`config.mk`:
```
export PLATFORM = sky130hd
export DESIGN_NAME = control_riego_flat
export DESIGN_NICKNAME = d
export VERILOG_FILES = /design/src/rtl/control_riego_if.sv /design/src/rtl/control_riego.sv /design/src/flat_wrapper.sv
export SDC_FILE = /design/constraint.sdc
export NUM_CORES = 1
export LEC_CHECK = 0
export BUFFER_PORTS_ARGS = -buffer_cell sky130_fd_sc_hd__buf_2
export CAP_MARGIN = 10
export CELL_PAD_IN_SITES_DETAIL_PLACEMENT = 0
export CELL_PAD_IN_SITES_GLOBAL_PLACEMENT = 1
export CORE_ASPECT_RATIO = 1.5
export CORE_MARGIN = 4
export CORE_UTILIZATION = 41
export DETAILED_ROUTE_END_ITERATION = 16
export GPL_ROUTABILITY_DRIVEN = 0
export HOLD_SLACK_MARGIN = 0.06
export PLACE_DENSITY = 0.82
export SLEW_MARGIN = 20
export SYNTH_ARGS = -nofsm -noshare
export SYNTH_HDL_FRONTEND = slang
export SYNTH_SLANG_ARGS = --single-unit
```
`constraint.sdc`:
```
create_clock -name clk -period 3.15 [get_ports clk]
set_input_delay 0.315 -clock clk [delete_from_list [all_inputs] [get_ports clk]]
set_output_delay 0.315 -clock clk [all_outputs]
set_load 0.005 [all_outputs]
```
`src/rtl/control_riego_if.sv`:
```
// Irrigation sequencer bus: setpoint frame, live sensor/RTC inputs and pump/status outputs.
// The optional manual pushbutton line exists only when MANUAL_RIEGO_EN is defined.
interface control_riego_if;
  logic        listo;
  logic [11:0] humedad;
  logic [15:0] hora;
  logic [3:0]  tipoPlanta;
  logic [11:0] humedad_act;
  logic [15:0] hora_act;
  logic        tick_seg;
`ifdef MANUAL_RIEGO_EN
  logic        manual;
`endif
  logic        bomba;
  logic [2:0]  estado;
  logic        cfg_ok;
  logic        cfg_err;
  logic        riego_hecho;
  logic        alarma;

  modport master (
`ifdef MANUAL_RIEGO_EN
    output manual,
`endif
    output listo, humedad, hora, tipoPlanta, humedad_act, hora_act, tick_seg,
    input  bomba, estado, cfg_ok, cfg_err, riego_hecho, alarma
  );

  modport slave (
`ifdef MANUAL_RIEGO_EN
    input  manual,
`endif
    input  listo, humedad, hora, tipoPlanta, humedad_act, hora_act, tick_seg,
    output bomba, estado, cfg_ok, cfg_err, riego_hecho, alarma
  );
endinterface

```
`src/rtl/control_riego.sv`:
```
// Irrigation sequencer: validated setpoint frame, scheduled moisture check, bursts with soak pauses.
// Optional MANUAL_RIEGO_EN adds a synchronized pushbutton that starts/aborts a burst.
module control_riego #(
  parameter int SOAK_S     = 30,
  parameter int MAX_CICLOS = 3,
  parameter int TIMER_W    = 8
) (
  input logic            clk,
  input logic            rst_n,
  control_riego_if.slave b
);
  typedef enum logic [2:0] {
    SIN_CFG = 3'd0,
    MONITOR = 3'd1,
    REGANDO = 3'd2,
    REMOJO  = 3'd3,
    FALLA   = 3'd4
  } st_t;

  function automatic logic dig_ok(input logic [3:0] d);
    return d <= 4'd9;
  endfunction

  function automatic logic hum_ok(input logic [11:0] h);
    return dig_ok(h[11:8]) && dig_ok(h[7:4]) && dig_ok(h[3:0]);
  endfunction

  // With valid digits, packed BCD compares like decimal, so hh<=0x23 and mm<=0x59 suffice.
  function automatic logic hora_ok(input logic [15:0] t);
    return dig_ok(t[15:12]) && dig_ok(t[11:8]) && dig_ok(t[7:4]) && dig_ok(t[3:0]) &&
           (t[15:8] <= 8'h23) && (t[7:0] <= 8'h59);
  endfunction

  function automatic logic [TIMER_W-1:0] dur(input logic [3:0] tp);
    case (tp)
      4'd0:    return TIMER_W'(10);
      4'd1:    return TIMER_W'(20);
      4'd2:    return TIMER_W'(40);
      4'd3:    return TIMER_W'(60);
      default: return TIMER_W'(30);
    endcase
  endfunction

  st_t               st;
  logic [2:0]        listo_sh;
  logic [11:0]       sh_hum;
  logic [15:0]       sh_hora;
  logic [3:0]        sh_tipo;
  logic [TIMER_W-1:0] timer;
  logic [3:0]        cnt;
  logic              arm;
  logic              bomba_q, cfg_ok_q, cfg_err_q, hecho_q, alarma_q;

  logic frame_ev, frame_ok, seco, hit;
  assign frame_ev = listo_sh[1] & ~listo_sh[2];
  assign frame_ok = hum_ok(b.humedad) && hora_ok(b.hora);
  // Corrupt live digits must never look wet, or a broken sensor would suppress watering.
  assign seco     = !hum_ok(b.humedad_act) || (b.humedad_act < sh_hum);
  assign hit      = b.tick_seg && arm && (b.hora_act == sh_hora);

`ifdef MANUAL_RIEGO_EN
  logic [2:0] man_sh;
  logic       man_ev;
  assign man_ev = man_sh[1] & ~man_sh[2];
`endif

  always_ff @(posedge clk or negedge rst_n) begin
    if (!rst_n) begin
      st        <= SIN_CFG;
      listo_sh  <= '0;
      sh_hum    <= '0;
      sh_hora   <= '0;
      sh_tipo   <= '0;
      timer     <= '0;
      cnt       <= '0;
      arm       <= 1'b0;
      bomba_q   <= 1'b0;
      cfg_ok_q  <= 1'b0;
      cfg_err_q <= 1'b0;
      hecho_q   <= 1'b0;
      alarma_q  <= 1'b0;
`ifdef MANUAL_RIEGO_EN
      man_sh    <= '0;
`endif
    end else begin
      listo_sh <= {listo_sh[1:0], b.listo};
`ifdef MANUAL_RIEGO_EN
      man_sh   <= {man_sh[1:0], b.manual};
`endif
      hecho_q  <= 1'b0;
      if (b.tick_seg && timer != '0) timer <= timer - 1'b1;
      if (b.hora_act != sh_hora) arm <= 1'b1;
      if (frame_ev && !frame_ok) cfg_err_q <= 1'b1;

      // An accepted frame overrides whatever the sequencer would do this cycle.
      if (frame_ev && frame_ok) begin
        sh_hum    <= b.humedad;
        sh_hora   <= b.hora;
        sh_tipo   <= b.tipoPlanta;
        cfg_ok_q  <= 1'b1;
        cfg_err_q <= 1'b0;
        alarma_q  <= 1'b0;
        bomba_q   <= 1'b0;
        st        <= MONITOR;
      end else
`ifdef MANUAL_RIEGO_EN
      if (man_ev && cfg_ok_q && st == MONITOR) begin
        cnt     <= '0;
        timer   <= dur(sh_tipo);
        bomba_q <= 1'b1;
        st      <= REGANDO;
      end else if (man_ev && (st == REGANDO || st == REMOJO)) begin
        bomba_q <= 1'b0;
        st      <= MONITOR;
      end else
`endif
      begin
        case (st)
          SIN_CFG: bomba_q <= 1'b0;
          MONITOR: begin
            bomba_q <= 1'b0;
            if (hit) begin
              arm <= 1'b0;
              cnt <= '0;
              if (seco) begin
                timer   <= dur(sh_tipo);
                bomba_q <= 1'b1;
                st      <= REGANDO;
              end
            end
          end
          REGANDO: begin
            // Reaching the target beats a simultaneous timer expiry.
            if (!seco) begin
              hecho_q <= 1'b1;
              bomba_q <= 1'b0;
              st      <= MONITOR;
            end else if (timer == '0) begin
              cnt     <= cnt + 4'd1;
              bomba_q <= 1'b0;
              if (cnt + 4'd1 == 4'(MAX_CICLOS)) begin
                alarma_q <= 1'b1;
                st       <= FALLA;
              end else begin
                timer <= TIMER_W'(SOAK_S);
                st    <= REMOJO;
              end
            end else begin
              bomba_q <= 1'b1;
            end
          end
          REMOJO: begin
            bomba_q <= 1'b0;
            if (timer == '0) begin
              if (!seco) begin
                hecho_q <= 1'b1;
                st      <= MONITOR;
              end else begin
                timer   <= dur(sh_tipo);
                bomba_q <= 1'b1;
                st      <= REGANDO;
              end
            end
          end
          FALLA: begin
            bomba_q  <= 1'b0;
            alarma_q <= 1'b1;
          end
          default: begin
            bomba_q <= 1'b0;
            st      <= SIN_CFG;
          end
        endcase
      end
    end
  end

  assign b.bomba       = bomba_q;
  assign b.estado      = st;
  assign b.cfg_ok      = cfg_ok_q;
  assign b.cfg_err     = cfg_err_q;
  assign b.riego_hecho = hecho_q;
  assign b.alarma      = alarma_q;
endmodule
```
`src/flat_wrapper.sv`:
```
// flat-port wrapper written by rule: the top's interface ports become plain ports
module control_riego_flat 
#(
  parameter int SOAK_S     = 30,
  parameter int MAX_CICLOS = 3,
  parameter int TIMER_W    = 8
)
  (clk, rst_n, b_listo, b_humedad, b_hora, b_tipoPlanta, b_humedad_act, b_hora_act, b_tick_seg, b_bomba, b_estado, b_cfg_ok, b_cfg_err, b_riego_hecho, b_alarma);
  control_riego_if b_i ();
  input logic clk;
  input logic rst_n;
  input wire logic [$bits(b_i.listo)-1:0] b_listo;
  input wire logic [$bits(b_i.humedad)-1:0] b_humedad;
  input wire logic [$bits(b_i.hora)-1:0] b_hora;
  input wire logic [$bits(b_i.tipoPlanta)-1:0] b_tipoPlanta;
  input wire logic [$bits(b_i.humedad_act)-1:0] b_humedad_act;
  input wire logic [$bits(b_i.hora_act)-1:0] b_hora_act;
  input wire logic [$bits(b_i.tick_seg)-1:0] b_tick_seg;
  output wire logic [$bits(b_i.bomba)-1:0] b_bomba;
  output wire logic [$bits(b_i.estado)-1:0] b_estado;
  output wire logic [$bits(b_i.cfg_ok)-1:0] b_cfg_ok;
  output wire logic [$bits(b_i.cfg_err)-1:0] b_cfg_err;
  output wire logic [$bits(b_i.riego_hecho)-1:0] b_riego_hecho;
  output wire logic [$bits(b_i.alarma)-1:0] b_alarma;
  assign b_i.listo = b_listo;
  assign b_i.humedad = b_humedad;
  assign b_i.hora = b_hora;
  assign b_i.tipoPlanta = b_tipoPlanta;
  assign b_i.humedad_act = b_humedad_act;
  assign b_i.hora_act = b_hora_act;
  assign b_i.tick_seg = b_tick_seg;
  assign b_bomba = b_i.bomba;
  assign b_estado = b_i.estado;
  assign b_cfg_ok = b_i.cfg_ok;
  assign b_cfg_err = b_i.cfg_err;
  assign b_riego_hecho = b_i.riego_hecho;
  assign b_alarma = b_i.alarma;
  control_riego #(.SOAK_S(SOAK_S), .MAX_CICLOS(MAX_CICLOS), .TIMER_W(TIMER_W)) u_core (.clk(clk), .rst_n(rst_n), .b(b_i));
endmodule
```
Word level (Yosys, flattened, before mapping)
Index checks and enable logic that the tools add are counted.
- flip-flop bits (word level): 56
- input port bits: 64
- equal/unequal tests: 21
- $add $sub $neg: 2
- bitwise logic cells: 3
- muxes and demuxes: 45
- $lt $le $gt $ge: 13
- reduce and logical (&&, ||, !) cells: 29
- operator list (operator ; count):
    $mux 8 ; 8
    $le 4x4->1 const B ; 10
    $pmux 6 s4 ; 1
    $pmux 8 s3 ; 1
    $mux 3 ; 7
    $mux 1 ; 19
    $ne 3x1->1 const B ; 6
    $eq 16x16->1 ; 1
    $ne 16x16->1 ; 1
    $logic_and 1x1->1 ; 15
    $eq 4x2->1 const B ; 3
    $lt 12x12->1 ; 1
    $mux 4 ; 3
    $pmux 3 s4 ; 1
    $reduce_and 5->1 ; 2
    $le 8x6->1 const B ; 1
    $le 8x7->1 const B ; 1
    $logic_not 8->1 ; 1
    $ne 2x1->1 const B ; 4
    $pmux 4 s2 ; 1
    $reduce_bool 8->1 ; 1
    $sub 8x1->8 const B ; 1
    $eq 3x2->1 const B ; 2
    $add 4x1->4 const B ; 1
    17 further kinds ; 21

Logic depth before layout (Yosys ltp)
Gate-level depths: netlist of the first run.
- word-level depth: 11
- depth in mapped cells: 10
- gate-level depth less buffers: 9

Worst setup path before layout of the first run
No wires, ideal clock.
- kind: reg-to-reg
- start: register u_core.sh_hum[5]
- end: register u_core.cnt[3]
- path slack: 0.858 ns
- required time: 3.022 ns
- arrival: 2.164 ns
- stages on the path, launching flop included: 11
- cell sequence: dfrtp_1 inv_1 ha_1 a21oi_1 o21ai_0 a211oi_1 nor2_1 clkbuf_1 o31a_2 o21ai_0 o31ai_1
- cells in the longest elaborated chain, start to end: 4
- ends and longest elaborated chain (what ; RTL line ; source):
    from (decl) ; control_riego.sv:46 ; logic [11:0] sh_hum;
    from (signal assigned) ; control_riego.sv:97 ; sh_hum <= b.humedad;
    $lt 12x12->1 ; control_riego.sv:58 ; assign seco = !hum_ok(b.humedad_act) || (b.humedad_act < sh_hum);
    $logic_or 1x1->1 ; control_riego.sv:58 ;
    $ne 2x1->1 (no source line) ; - ;
    $reduce_and 5->1 (no source line) ; - ;
    to (signal assigned) ; control_riego.sv:139 ; cnt <= cnt + 4'd1;
    to (decl) ; control_riego.sv:50 ; logic [3:0] cnt;
Every way passes these cells.
A chain may end at the register's enable or synchronous reset.

Final worst setup path of the first run
- start: register u_core.sh_hum[11]
- end: register u_core.alarma_q (netlist: u_core.b.alarma)
- cells in the longest elaborated chain, start to end: 4
- ends and longest elaborated chain (what ; RTL line ; source):
    $lt 12x12->1 ; control_riego.sv:58 ;
    $logic_or 1x1->1 ; control_riego.sv:58 ;
    $ne 3x1->1 (no source line) ; - ;
    $reduce_and 4->1 (no source line) ; - ;
    to (signal assigned) ; control_riego.sv:81 ; alarma_q <= 1'b0;
    to (signal assigned) ; control_riego.sv:102 ; alarma_q <= 1'b0;
    to (signal assigned) ; control_riego.sv:142 ; alarma_q <= 1'b1;
    to (decl) ; control_riego.sv:52 ; logic bomba_q, cfg_ok_q, cfg_err_q, hecho_q, alarma_q;
Every way passes these cells.

==> results.py, run 1 <==
metrics = {
    "outcome": {
        "status": "complete, no violations",
    },
    "clock_tree": {
        "post_cts_buffers": 0,
        "ctsHtreeMaxLevel": 2,
        "worst_skew_pair.late_latency_ns": 0.29,
        "cts_buffer_depth": 2,
        "cts_buffers": 5,
        "cts_tree": "built",
        "root_buffer": "clkbuf_16",
        "clkSinkCount": 56,
        "ctsResizeCount": 0,
        "clk_pin_slew_worst_paths_ns": 0.07,
    },
    "synthesis": {
        "ys_types": 56,
        "synth-edff-count": 0,
        "synth_top_area_frac": 0.443,
        "netlist_area_sq_um": 3160,
        "synth_area_per_cell_sq_um": 9.85,
        "synth-seq-cells": 56,
        "ys_top_cells_by_area": "dfrtp_1 44%, mux2_2 6.8%, ha_1 5.9%",
        "synthArstFlopShare": 1.00,
        "syn_inst": 321,
        "synthesis.nets": 400,
        "synth_seq_area_share": 0.443,
        "synth_top_area_cell": "dfrtp_1",
        "yosysMostFrequentCell": "dfrtp_1",
        "synth_common_cells": "56 x dfrtp_1, 33 x o21ai_0, 32 x nand2_1",
        "ys.flop_type": "dfrtp_1",
        "yosys_warnings": 0,
    },
    "floorplanning": {
        "core_sq_um": 7560,
        "die_y_um": 116,
        "dieArea_sq_um": 9210,
        "ioPinCount": 72,
        "die_w_um": 79.7,
        "placementRows": 39,
        "initial_utilization": 0.418,
    },
    "power": {
        "total_power_mw": 2.28,
        "leakagePower_nw": 1.84,
        "vdd_drop_max_mv": 0.347,
        "pwr_density_cell_nw_per_um2": 593,
    },
    "layout": {
        "diodes": 0,
        "syn2layout_area_growth_pct": 21.8,
        "layout.nets": 477,
        "layout.cells.non_filler": 501,
        "drive_above_1_share": 0.296,
        "final_util": 0.509,
    },
    "min_path": {
        "hold_start": "b_listo",
        "holdPathStages": 1,
        "hold_class": "in2reg",
    },
    "critical_path": {
        "criticalPathCategory": "reg2reg",
        "cp-startpoint": "u_core.sh_hum[11]",
        "setup.worst_path.start_class": "register",
        "reg2reg_depth": 10,
        "endpoint_kind": "register",
        "rr_startpoint": "u_core.sh_hum[11]",
        "cp.required_ns": 3.38,
        "critPathMaxFanout": 15,
        "arrival_ns": 2.89,
    },
    "global_routing": {
        "antenna_found_initial": 0,
        "grt_pass1_wl_um": 12400,
        "grt_overflow": 0,
        "grt_start_max_net_pins": 25,
        "track_usage": 0.169,
        "grt_pass1_vias": 2699,
    },
    "drt": {
        "drtPass1Iterations": 4,
        "wl_per_cell_um": 14.6,
        "dr_total_vias": 2684,
        "ant_nets": 0,
        "drtIter0Drc": 197,
        "drt_wl_total_um": 7310,
        "drcViolationCount": 0,
        "via_per_inst": 5.36,
    },
    "sta": {
        "hold_viol_final": 0,
        "period_minus_slack_ns": 2.66,
        "tns_ns": 0,
        "rsz0062_at_grt": "false",
        "setup_viol": 0,
        "tightest_slew_ns": 0.840,
        "fin_crit_sh": 0.843,
        "slew_viol_final": 0,
        "setup_ws_ns": 0.493,
        "clock_skew_ns": 0.00551,
        "max_freq_mhz": 376,
        "slew-limit-headroom": 0.436,
    },
    "place": {
        "dp_slack_ns": 0.406,
        "io_buffers": 71,
        "dp_hpwl_um": 5720,
        "placedCellCount": 492,
    },
    "flow_run": {
        "max_cap_viol_count": 0,
    },
}
==> final cells by class <==
class / instances / area (sq um)
Fill cell: 711 / 3710
Multi-Input combinational cell: 241 / 1670
Sequential cell: 56 / 1400
Timing Repair Buffer: 78 / 410
Clock inverter: 1 / 30.0
Inverter: 16 / 60.1
Clock buffer: 7 / 153
Tap cell: 102 / 128
==> path summary, 6_finish.rpt <==
check | endpoint | slack (ns)
setup / recovery | u_core.b.alarma | 0.49
hold / removal | u_core.listo_sh[0] | 0.13
setup reg to reg | u_core.b.alarma | 0.49
hold reg to reg | u_core.listo_sh[1] | 0.35
max in group asynchronous | u_core.timer[0] | 2.01
min in group asynchronous | u_core.sh_hora[8] | 0.50
==> worst max-delay path: stages (launching register included) <==
cell and delay [ns]:
dfrtp_1 0.36, inv_1 0.07, ha_1 0.24, a21oi_1 0.14, o21ai_0 0.13, a211oi_1 0.50
nor2_1 0.10, buf_4 0.21, or4_4 0.49, a211oi_2 0.26, a21o_1 0.11
==> kinds of logic after synthesis <==
| kind of cell | after synthesis | share of synthesized area |
|---|---|---|
| XOR/XNOR | 20 | 0.0554 |
| multiplexers | 20 | 0.0708 |
| AND/OR/NAND/NOR | 110 | 0.185 |
| AO/OA/AOI/OAI | 76 | 0.155 |
| flip-flops | 56 | 0.443 |
| buffers and inverters | 24 | 0.0316 |
| adder cells (fa/ha/maj) | 15 | 0.0593 |
==> registers in the layout (all words and copies together), names as in the netlist <==
register,count
u_core.sh_hora,16
u_core.sh_hum,12
u_core.timer,8
u_core.cnt,4
u_core.sh_tipo,4
u_core.b.estado,3
u_core.listo_sh,3
u_core.arm,1
u_core.b.alarma,1
u_core.b.bomba,1
u_core.b.cfg_err,1
u_core.b.cfg_ok,1
u_core.b.riego_hecho,1
==> cells in the final DEF (no fill, tap or decap), types with 4 or more instances in the layout <==
| master | n |
|---|---|
| nor2_1 | 20 |
| a21oi_1 | 6 |
| nand2_1 | 32 |
| a21o_1 | 4 |
| inv_1 | 16 |
| o21ai_0 | 33 |
| ha_1 | 15 |
| dfrtp_1 | 56 |
| nor3_1 | 12 |
| nand4_1 | 6 |
| buf_2 | 71 |
| clkbuf_16 | 5 |
| nand3_1 | 8 |
| o31ai_1 | 4 |
| mux2_2 | 19 |
| nand2b_1 | 4 |
| buf_4 | 6 |
| nor2b_1 | 6 |
| xnor2_1 | 18 |
==> timing repair <==
item | in CTS | in global routing
endpoints found under the hold margin | 19 | 0
setup endpoints to repair | 0 | 0
hold buffers | 1 | 0
==> where the power goes <==
part / switching (mW) / total [mW] / internal [mW] / leakage (nW)
Clock: 0.248 / 0.667 / 0.419 / 0.0901
Combinational: 0.388 / 0.706 / 0.318 / 1.06
Sequential: 0.0942 / 0.912 / 0.818 / 0.683
Total: 0.730 / 2.28 / 1.55 / 1.84
==> through the flow <==
step                      hold slack (ns)  area, sq um
final                               0.131         3850
after global routing                0.122         3850
after CTS                           0.122         3850
after detailed placement            0.290         3660
after global placement              0.283         3660
after floorplan                    0.0194         3160
==> metal layers <==
metal / GRT usage / vias to the layer above / share of wire
li1: - / 1300 / -
met4: 0.0722 / 0 / 0.031
met5: 0 / - / 0
met3: 0.0334 / 17 / 0.047
met1: 0.193 / 1284 / 0.39
met2: 0.304 / 83 / 0.53
Note: power is estimated with default switching activity, not from simulation.
==> run 2: changes to the inputs <==
==> constraint.sdc (replaced) <==
create_clock -name clk -period 2.6 [get_ports clk]
set_input_delay 0.26 -clock clk [delete_from_list [all_inputs] [get_ports clk]]
set_output_delay 0.26 -clock clk [all_outputs]
set_load 0.005 [all_outputs]
==> run 2 against run 1 <==
  * First-iteration DRC count decreased by 11%
  * Largest cell class unchanged
  * Largest power group unchanged
  * Count of clock-buffer cells in the layout decreased by 1
  * Worst setup slack got worse by 0.21 ns
==> results.py, run 2 (synthesis gave the netlist of run 1 again) <==
metrics = {
    "drt": {
        "wl_per_cell_um": 14.3,
        "drtPass1Iterations": 4,
        "drt_wl_total_um": 7270,
        "drcViolationCount": 0,
        "ant_nets": 0,
        "via_per_inst": 5.24,
        "dr_total_vias": 2660,
        "drtIter0Drc": 175,
    },
    "clock_tree": {
        "root_buffer": "clkbuf_16",
        "ctsResizeCount": 0,
        "clk_pin_slew_worst_paths_ns": 0.07,
        "cts_tree": "built",
        "cts_buffer_depth": 2,
        "clkSinkCount": 56,
        "ctsHtreeMaxLevel": 2,
        "cts_buffers": 5,
        "worst_skew_pair.late_latency_ns": 0.30,
    },
    "flow_run": {
        "max_cap_viol_count": 0,
    },
    "global_routing": {
        "antenna_found_initial": 0,
        "grt_pass1_wl_um": 12600,
        "grt_start_max_net_pins": 26,
        "grt_overflow": 0,
        "track_usage": 0.174,
        "grt_pass1_vias": 2819,
    },
    "floorplanning": {
        "ioPinCount": 72,
        "core_sq_um": 7560,
        "die_w_um": 79.7,
        "die_y_um": 116,
        "dieArea_sq_um": 9210,
        "initial_utilization": 0.418,
        "placementRows": 39,
    },
    "layout": {
        "multi_input_area_sq_um": 1670,
        "seq_area_sq_um": 1400,
        "nFillCells": 722,
        "regMostFlops": "u_core.sh_hora",
        "layout.nets": 484,
        "reg_top3": "u_core.sh_hora: 16 flops, u_core.sh_hum: 12 flops, u_core.timer: 8 flops",
        "final_common_cell": "buf_2",
        "largest_reg_flops": 16,
        "diodes": 0,
        "drive_above_1_share": 0.305,
        "layout_common_cells": "71 x buf_2, 56 x dfrtp_1, 33 x o21ai_0",
        "syn2layout_area_growth_pct": 23.0,
    },
    "critical_path": {
        "r2r-end": "u_core.timer[3]",
        "rr_startpoint": "u_core.listo_sh[1]",
        "endpoint_kind": "register",
        "critPathMaxFanout": 9,
        "setup.worst_path.start_class": "register",
        "reg2reg_depth": 7,
        "r2r_setup_slack_ns": 0.28,
        "criticalPathCategory": "reg2reg",
        "arrival_ns": 2.50,
        "cp.required_ns": 2.78,
    },
    "outcome": {
        "status": "complete, no violations",
    },
    "place": {
        "io_buffers": 71,
        "dp_hpwl_um": 5840,
    },
    "power": {
        "pwr_density_cell_nw_per_um2": 714,
        "vdd_drop_max_mv": 0.460,
        "leakagePower_nw": 1.86,
    },
    "sta": {
        "slew_viol_final": 0,
        "period_minus_slack_ns": 2.32,
        "hold_viol_final": 0,
        "whs_ns": 0.0654,
        "fin_crit_sh": 0.892,
        "max_freq_mhz": 431,
        "rsz0062_at_grt": "false",
        "tightest_slew_ns": 0.941,
        "setup_viol": 0,
        "clock_skew_ns": 0.00669,
        "tns_ns": 0,
        "slew-limit-headroom": 0.368,
    },
    "min_path": {
        "hold_class": "in2reg",
        "holdPathStages": 1,
        "holdPathEnd": "u_core.listo_sh[0]",
        "hold_start": "b_listo",
    },
}
==> run 2: cell types whose count changed in the layout (fill, tap and decap cells not counted), sizes merged <==
cell,before,now
buf,77,84
clkbuf,7,6
inv,16,17
==> run 2: layer usage <==
metal  vias up  GRT usage  wire (um)
li1       1308          -          -
met1      1249      0.191       2700
met2        78      0.307       3880
met3        25     0.0397        396
met4         0     0.0929        294
met5         -          0          0
==> run 2: critical path, stage by stage, from the launching register on <==
cell	delay (ns)
dfrtp_1	0.38
nor2b_1	0.15
nand3_1	0.12
nor4_4	0.10
nor3_1	0.77
o31a_1	0.36
nand3_1	0.09
a22o_1	0.23
==> run 2: how the worst max path moves through the flow <==
stage / end / start
after floorplan: u_core.cnt[3] / u_core.sh_hum[5]
after global placement: u_core.timer[3] / b_humedad[5]
after detailed placement: u_core.timer[1] / u_core.timer[0]
after CTS: u_core.timer[1] / u_core.timer[0]
after global routing: u_core.timer[3] / u_core.listo_sh[1]
final: u_core.timer[3] / u_core.listo_sh[1]
==> run 2: power breakdown <==
part	internal [mW]	total, mW	switching (mW)	leakage [nW]
Combinational	0.420	0.919	0.498	1.10
Sequential	0.991	1.10	0.105	0.683
Clock	0.459	0.764	0.305	0.0815
==> run 2: stage by stage <==
stage | util | total power, mW | cell area, sq um | std cells | setup WS, ns
floorplan | - | 1.73 | 3160 | 321 | 0.308
global placement | 0.491 | 2.02 | 3710 | 499 | 0.236
detailed placement | 0.491 | 2.04 | 3710 | 499 | 0.274
CTS | 0.514 | 2.81 | 3890 | 508 | 0.258
global route | 0.514 | 2.98 | 3890 | 508 | 0.0708
finish | 0.514 | 2.78 | 3890 | 508 | 0.281
==> run 2: cell type report <==
cell class | instances | area share
Inverter | 16 | 0.0154
Clock inverter | 2 | 0.00997
Clock buffer | 6 | 0.0331
Multi-Input combinational cell | 241 | 0.429
Sequential cell | 56 | 0.360
Timing Repair Buffer | 85 | 0.119
Tap cell | 102 | 0.0328
==> run 2: repair_timing <==
action,in CTS,in global routing
buffers inserted,0,0
hold endpoints to repair,12,0
hold buffers,1,0
==> run 3: changes to the inputs <==
--- a/config.mk
+++ b/config.mk
@@ -5,17 +5,16 @@
 export SDC_FILE = /design/constraint.sdc
 export NUM_CORES = 1
 export LEC_CHECK = 0
+export ABC_AREA = 1
 export BUFFER_PORTS_ARGS = -buffer_cell sky130_fd_sc_hd__buf_2
 export CAP_MARGIN = 10
-export CELL_PAD_IN_SITES_DETAIL_PLACEMENT = 0
-export CELL_PAD_IN_SITES_GLOBAL_PLACEMENT = 1
 export CORE_ASPECT_RATIO = 1.5
 export CORE_MARGIN = 4
-export CORE_UTILIZATION = 41
+export CORE_UTILIZATION = 55
 export DETAILED_ROUTE_END_ITERATION = 16
 export GPL_ROUTABILITY_DRIVEN = 0
 export HOLD_SLACK_MARGIN = 0.06
-export PLACE_DENSITY = 0.82
+export PLACE_DENSITY = 0.83
 export SLEW_MARGIN = 20
 export SYNTH_ARGS = -nofsm -noshare
 export SYNTH_HDL_FRONTEND = slang
==> run 3 against run 2 <==
  * Synthesized cell count is 55% higher
  * Critical path depth is 5 higher
  * Sequential share of layout area is 1.6 points lower
  * Final cell count is 27% higher
  * Non-clock buffer count is 8 lower
  * Critical path type unchanged
  * Register-to-register slack better by 0.32 ns
  * Die area is 16% lower
  * Wire length is 5.9% higher
  * Synthesized area is 10% higher
==> results.py, run 3 <==
metrics = {
    "outcome": {
        "status": "complete, no violations",
    },
    "sta": {
        "tightest_slew_ns": 0.640,
        "rsz0062_at_grt": "false",
        "max_freq_mhz": 500,
        "slew_viol_final": 0,
        "clock_skew_ns": 0.0124,
        "setup_viol": 0,
        "period_minus_slack_ns": 2.00,
        "tns_ns": 0,
        "hold_viol_final": 0,
        "fin_crit_sh": 0.770,
        "slew-limit-headroom": 0.571,
    },
    "global_routing": {
        "grt_pass1_vias": 3155,
        "track_usage": 0.216,
        "antenna_found_initial": 0,
        "grt_start_max_net_pins": 44,
        "grt_pass1_wl_um": 13400,
        "grt_overflow": 0,
    },
    "layout": {
        "final_area_sq_um": 4070,
        "seq_area_sq_um": 1400,
        "drive_above_1_share": 0.210,
        "reg_top3": "u_core.sh_hora: 16 flops, u_core.sh_hum: 12 flops, u_core.timer: 8 flops",
        "syn2layout_area_growth_pct": 16.8,
        "diodes": 0,
        "final_util": 0.660,
        "layout_common_cells": "172 x nand2_1, 71 x inv_1, 71 x buf_2",
        "nFillCells": 527,
        "largest_reg_flops": 16,
        "final_common_cell": "nand2_1",
        "multi_input_area_sq_um": 1730,
        "regMostFlops": "u_core.sh_hora",
        "layout.nets": 651,
    },
    "critical_path": {
        "endpoint_kind": "register",
        "rr_startpoint": "u_core.sh_hum[11]",
        "arrival_ns": 2.21,
        "critPathSlowestCell": "dfrtp_1",
        "r2r-end": "u_core.cnt[2]",
        "r2r_setup_slack_ns": 0.60,
        "cp-endpoint": "u_core.cnt[2]",
        "crit_path_frequent_cell": "nand2_1",
        "max_stage_delay_ns": 0.38,
        "critPathMaxFanout": 10,
        "cp.required_ns": 2.80,
        "setup.worst_path.start_class": "register",
        "criticalPathCategory": "reg2reg",
        "cp-startpoint": "u_core.sh_hum[11]",
        "cp_cell_sequence": "inv_1, ha_1, a21oi_1, nand2_1, a21oi_1, nand2_1, nand2_4, nand2_1, nand2_1, nand3_2, nand2_1, o21ai_1",
        "reg2reg_depth": 12,
    },
    "drt": {
        "drt_wl_total_um": 7710,
        "drtIter0Drc": 264,
        "drtPass1Iterations": 5,
        "dr_total_vias": 3236,
        "via_per_inst": 5.01,
        "wl_per_cell_um": 11.9,
        "ant_nets": 0,
        "drcViolationCount": 0,
    },
    "clock_tree": {
        "worst_skew_pair.late_latency_ns": 0.31,
        "cts_buffer_depth": 2,
        "cts_tree": "built",
        "ctsHtreeMaxLevel": 2,
        "root_buffer": "clkbuf_8",
        "cts_buffers": 5,
        "ctsResizeCount": 0,
        "clkSinkCount": 56,
        "clk_pin_slew_worst_paths_ns": 0.10,
    },
    "place": {
        "io_buffers": 71,
        "placed_cell_area_sq_um": 3930,
        "dp_hpwl_um": 6070,
    },
    "synthesis": {
        "ys.flop_type": "dfrtp_1",
        "ys_types": 34,
        "ys_top_cells_by_area": "dfrtp_1 40%, nand2_1 19%, inv_1 7.6%",
        "synth_top_area_cell": "dfrtp_1",
        "synth_top_area_frac": 0.402,
        "synth-seq-cells": 56,
        "synth_area_per_cell_sq_um": 7.03,
        "synthArstFlopShare": 1.00,
        "yosysMostFrequentCell": "nand2_1",
        "netlist_area_sq_um": 3490,
        "yosys_warnings": 0,
        "syn_inst": 496,
        "synth-edff-count": 0,
        "synth_common_cells": "172 x nand2_1, 71 x inv_1, 56 x dfrtp_1",
        "synth_seq_area_share": 0.402,
        "synthesis.nets": 575,
    },
    "floorplanning": {
        "ioPinCount": 72,
        "initial_utilization": 0.565,
        "placementRows": 35,
        "core_sq_um": 6170,
        "die_y_um": 106,
        "dieArea_sq_um": 7700,
        "die_w_um": 73.0,
    },
    "power": {
        "clockPowerShare": 0.284,
        "power_frac_seq": 0.452,
        "combPwrFrac": 0.264,
        "p_int_mw": 1.60,
        "p_sw_mw": 0.702,
        "total_power_mw": 2.30,
        "vdd_drop_max_mv": 0.438,
        "pwr_density_cell_nw_per_um2": 565,
        "leakagePower_nw": 2.37,
        "swShare": 0.305,
    },
    "flow_run": {
        "max_cap_viol_count": 0,
    },
    "min_path": {
        "hold_class": "in2reg",
    },
}
## run 3: layout make-up
cell class,instances,area share
Clock buffer,5,0.0169
Clock inverter,2,0.0147
Inverter,83,0.0765
Multi-Input combinational cell,349,0.426
Sequential cell,56,0.344
Tap cell,74,0.0227
Timing Repair Buffer,77,0.0995
## run 3: cell families (layout without fill, tap and decap cells)
family	Yosys count	after routing	synth area share
xor+xnor	9	9	0.0269
fa+ha+maj	15	15	0.0538
compound gates	59	59	0.0886
simple gates	266	266	0.328
buf+inv	91	167	0.101
flops	56	56	0.402
## run 3: worst min-delay path by stage
stage	start	depth (start not counted)	endpoint
2_1_floorplan	rst_n	0	u_core.arm
3_3_place_gp	rst_n	1	u_core.b.cfg_ok
3_5_place_dp	rst_n	1	u_core.b.cfg_ok
4_1_cts	b_hora[8]	3	u_core.sh_hora[8]
5_1_grt	b_hora[8]	3	u_core.sh_hora[8]
6_report	b_hora[8]	3	u_core.sh_hora[8]
## run 3: routing by layer
layer  part of all wire  GRT usage  vias to the layer above
met3              0.048     0.0344                       18
met5                  0          0                        -
met1               0.40      0.258                     1456
met2               0.53      0.386                      101
li1                   -          -                     1661
met4              0.020     0.0699                        0
## run 3: power groups by stage
stage          Sequential [mW]  Combinational [mW]  Clock, mW
2_1_floorplan             1.05               0.441          0
3_3_place_gp              1.06               0.583          0
3_5_place_dp              1.06               0.605          0
4_1_cts                   1.04               0.612      0.666
5_1_grt                   1.05               0.706      0.693
6_report                  1.04               0.607      0.653
## run 3: worst max-delay path: cells and delay by family, from the launching register on
kind	cells	cell delay [ns]
AO/OA/AOI/OAI	3	0.37
adder cells (fa/ha/maj)	1	0.26
buffers and inverters	1	0.07
flip-flops	1	0.38
AND/OR/NAND/NOR	7	0.83
## run 3: what timing repair did
action,CTS,global route
buffers inserted,0,0
hold buffers,2,0
hold endpoints to repair,14,0
## run 3: metrics by stage
step | worst slack (ns) | hold WS (ns) | std cells
2_1_floorplan | 0.894 | -0.0356 | 496
3_3_place_gp | 0.723 | 0.182 | 637
3_5_place_dp | 0.613 | 0.178 | 637
4_1_cts | 0.619 | 0.141 | 646
5_1_grt | 0.428 | 0.147 | 646
6_report | 0.598 | 0.144 | 646
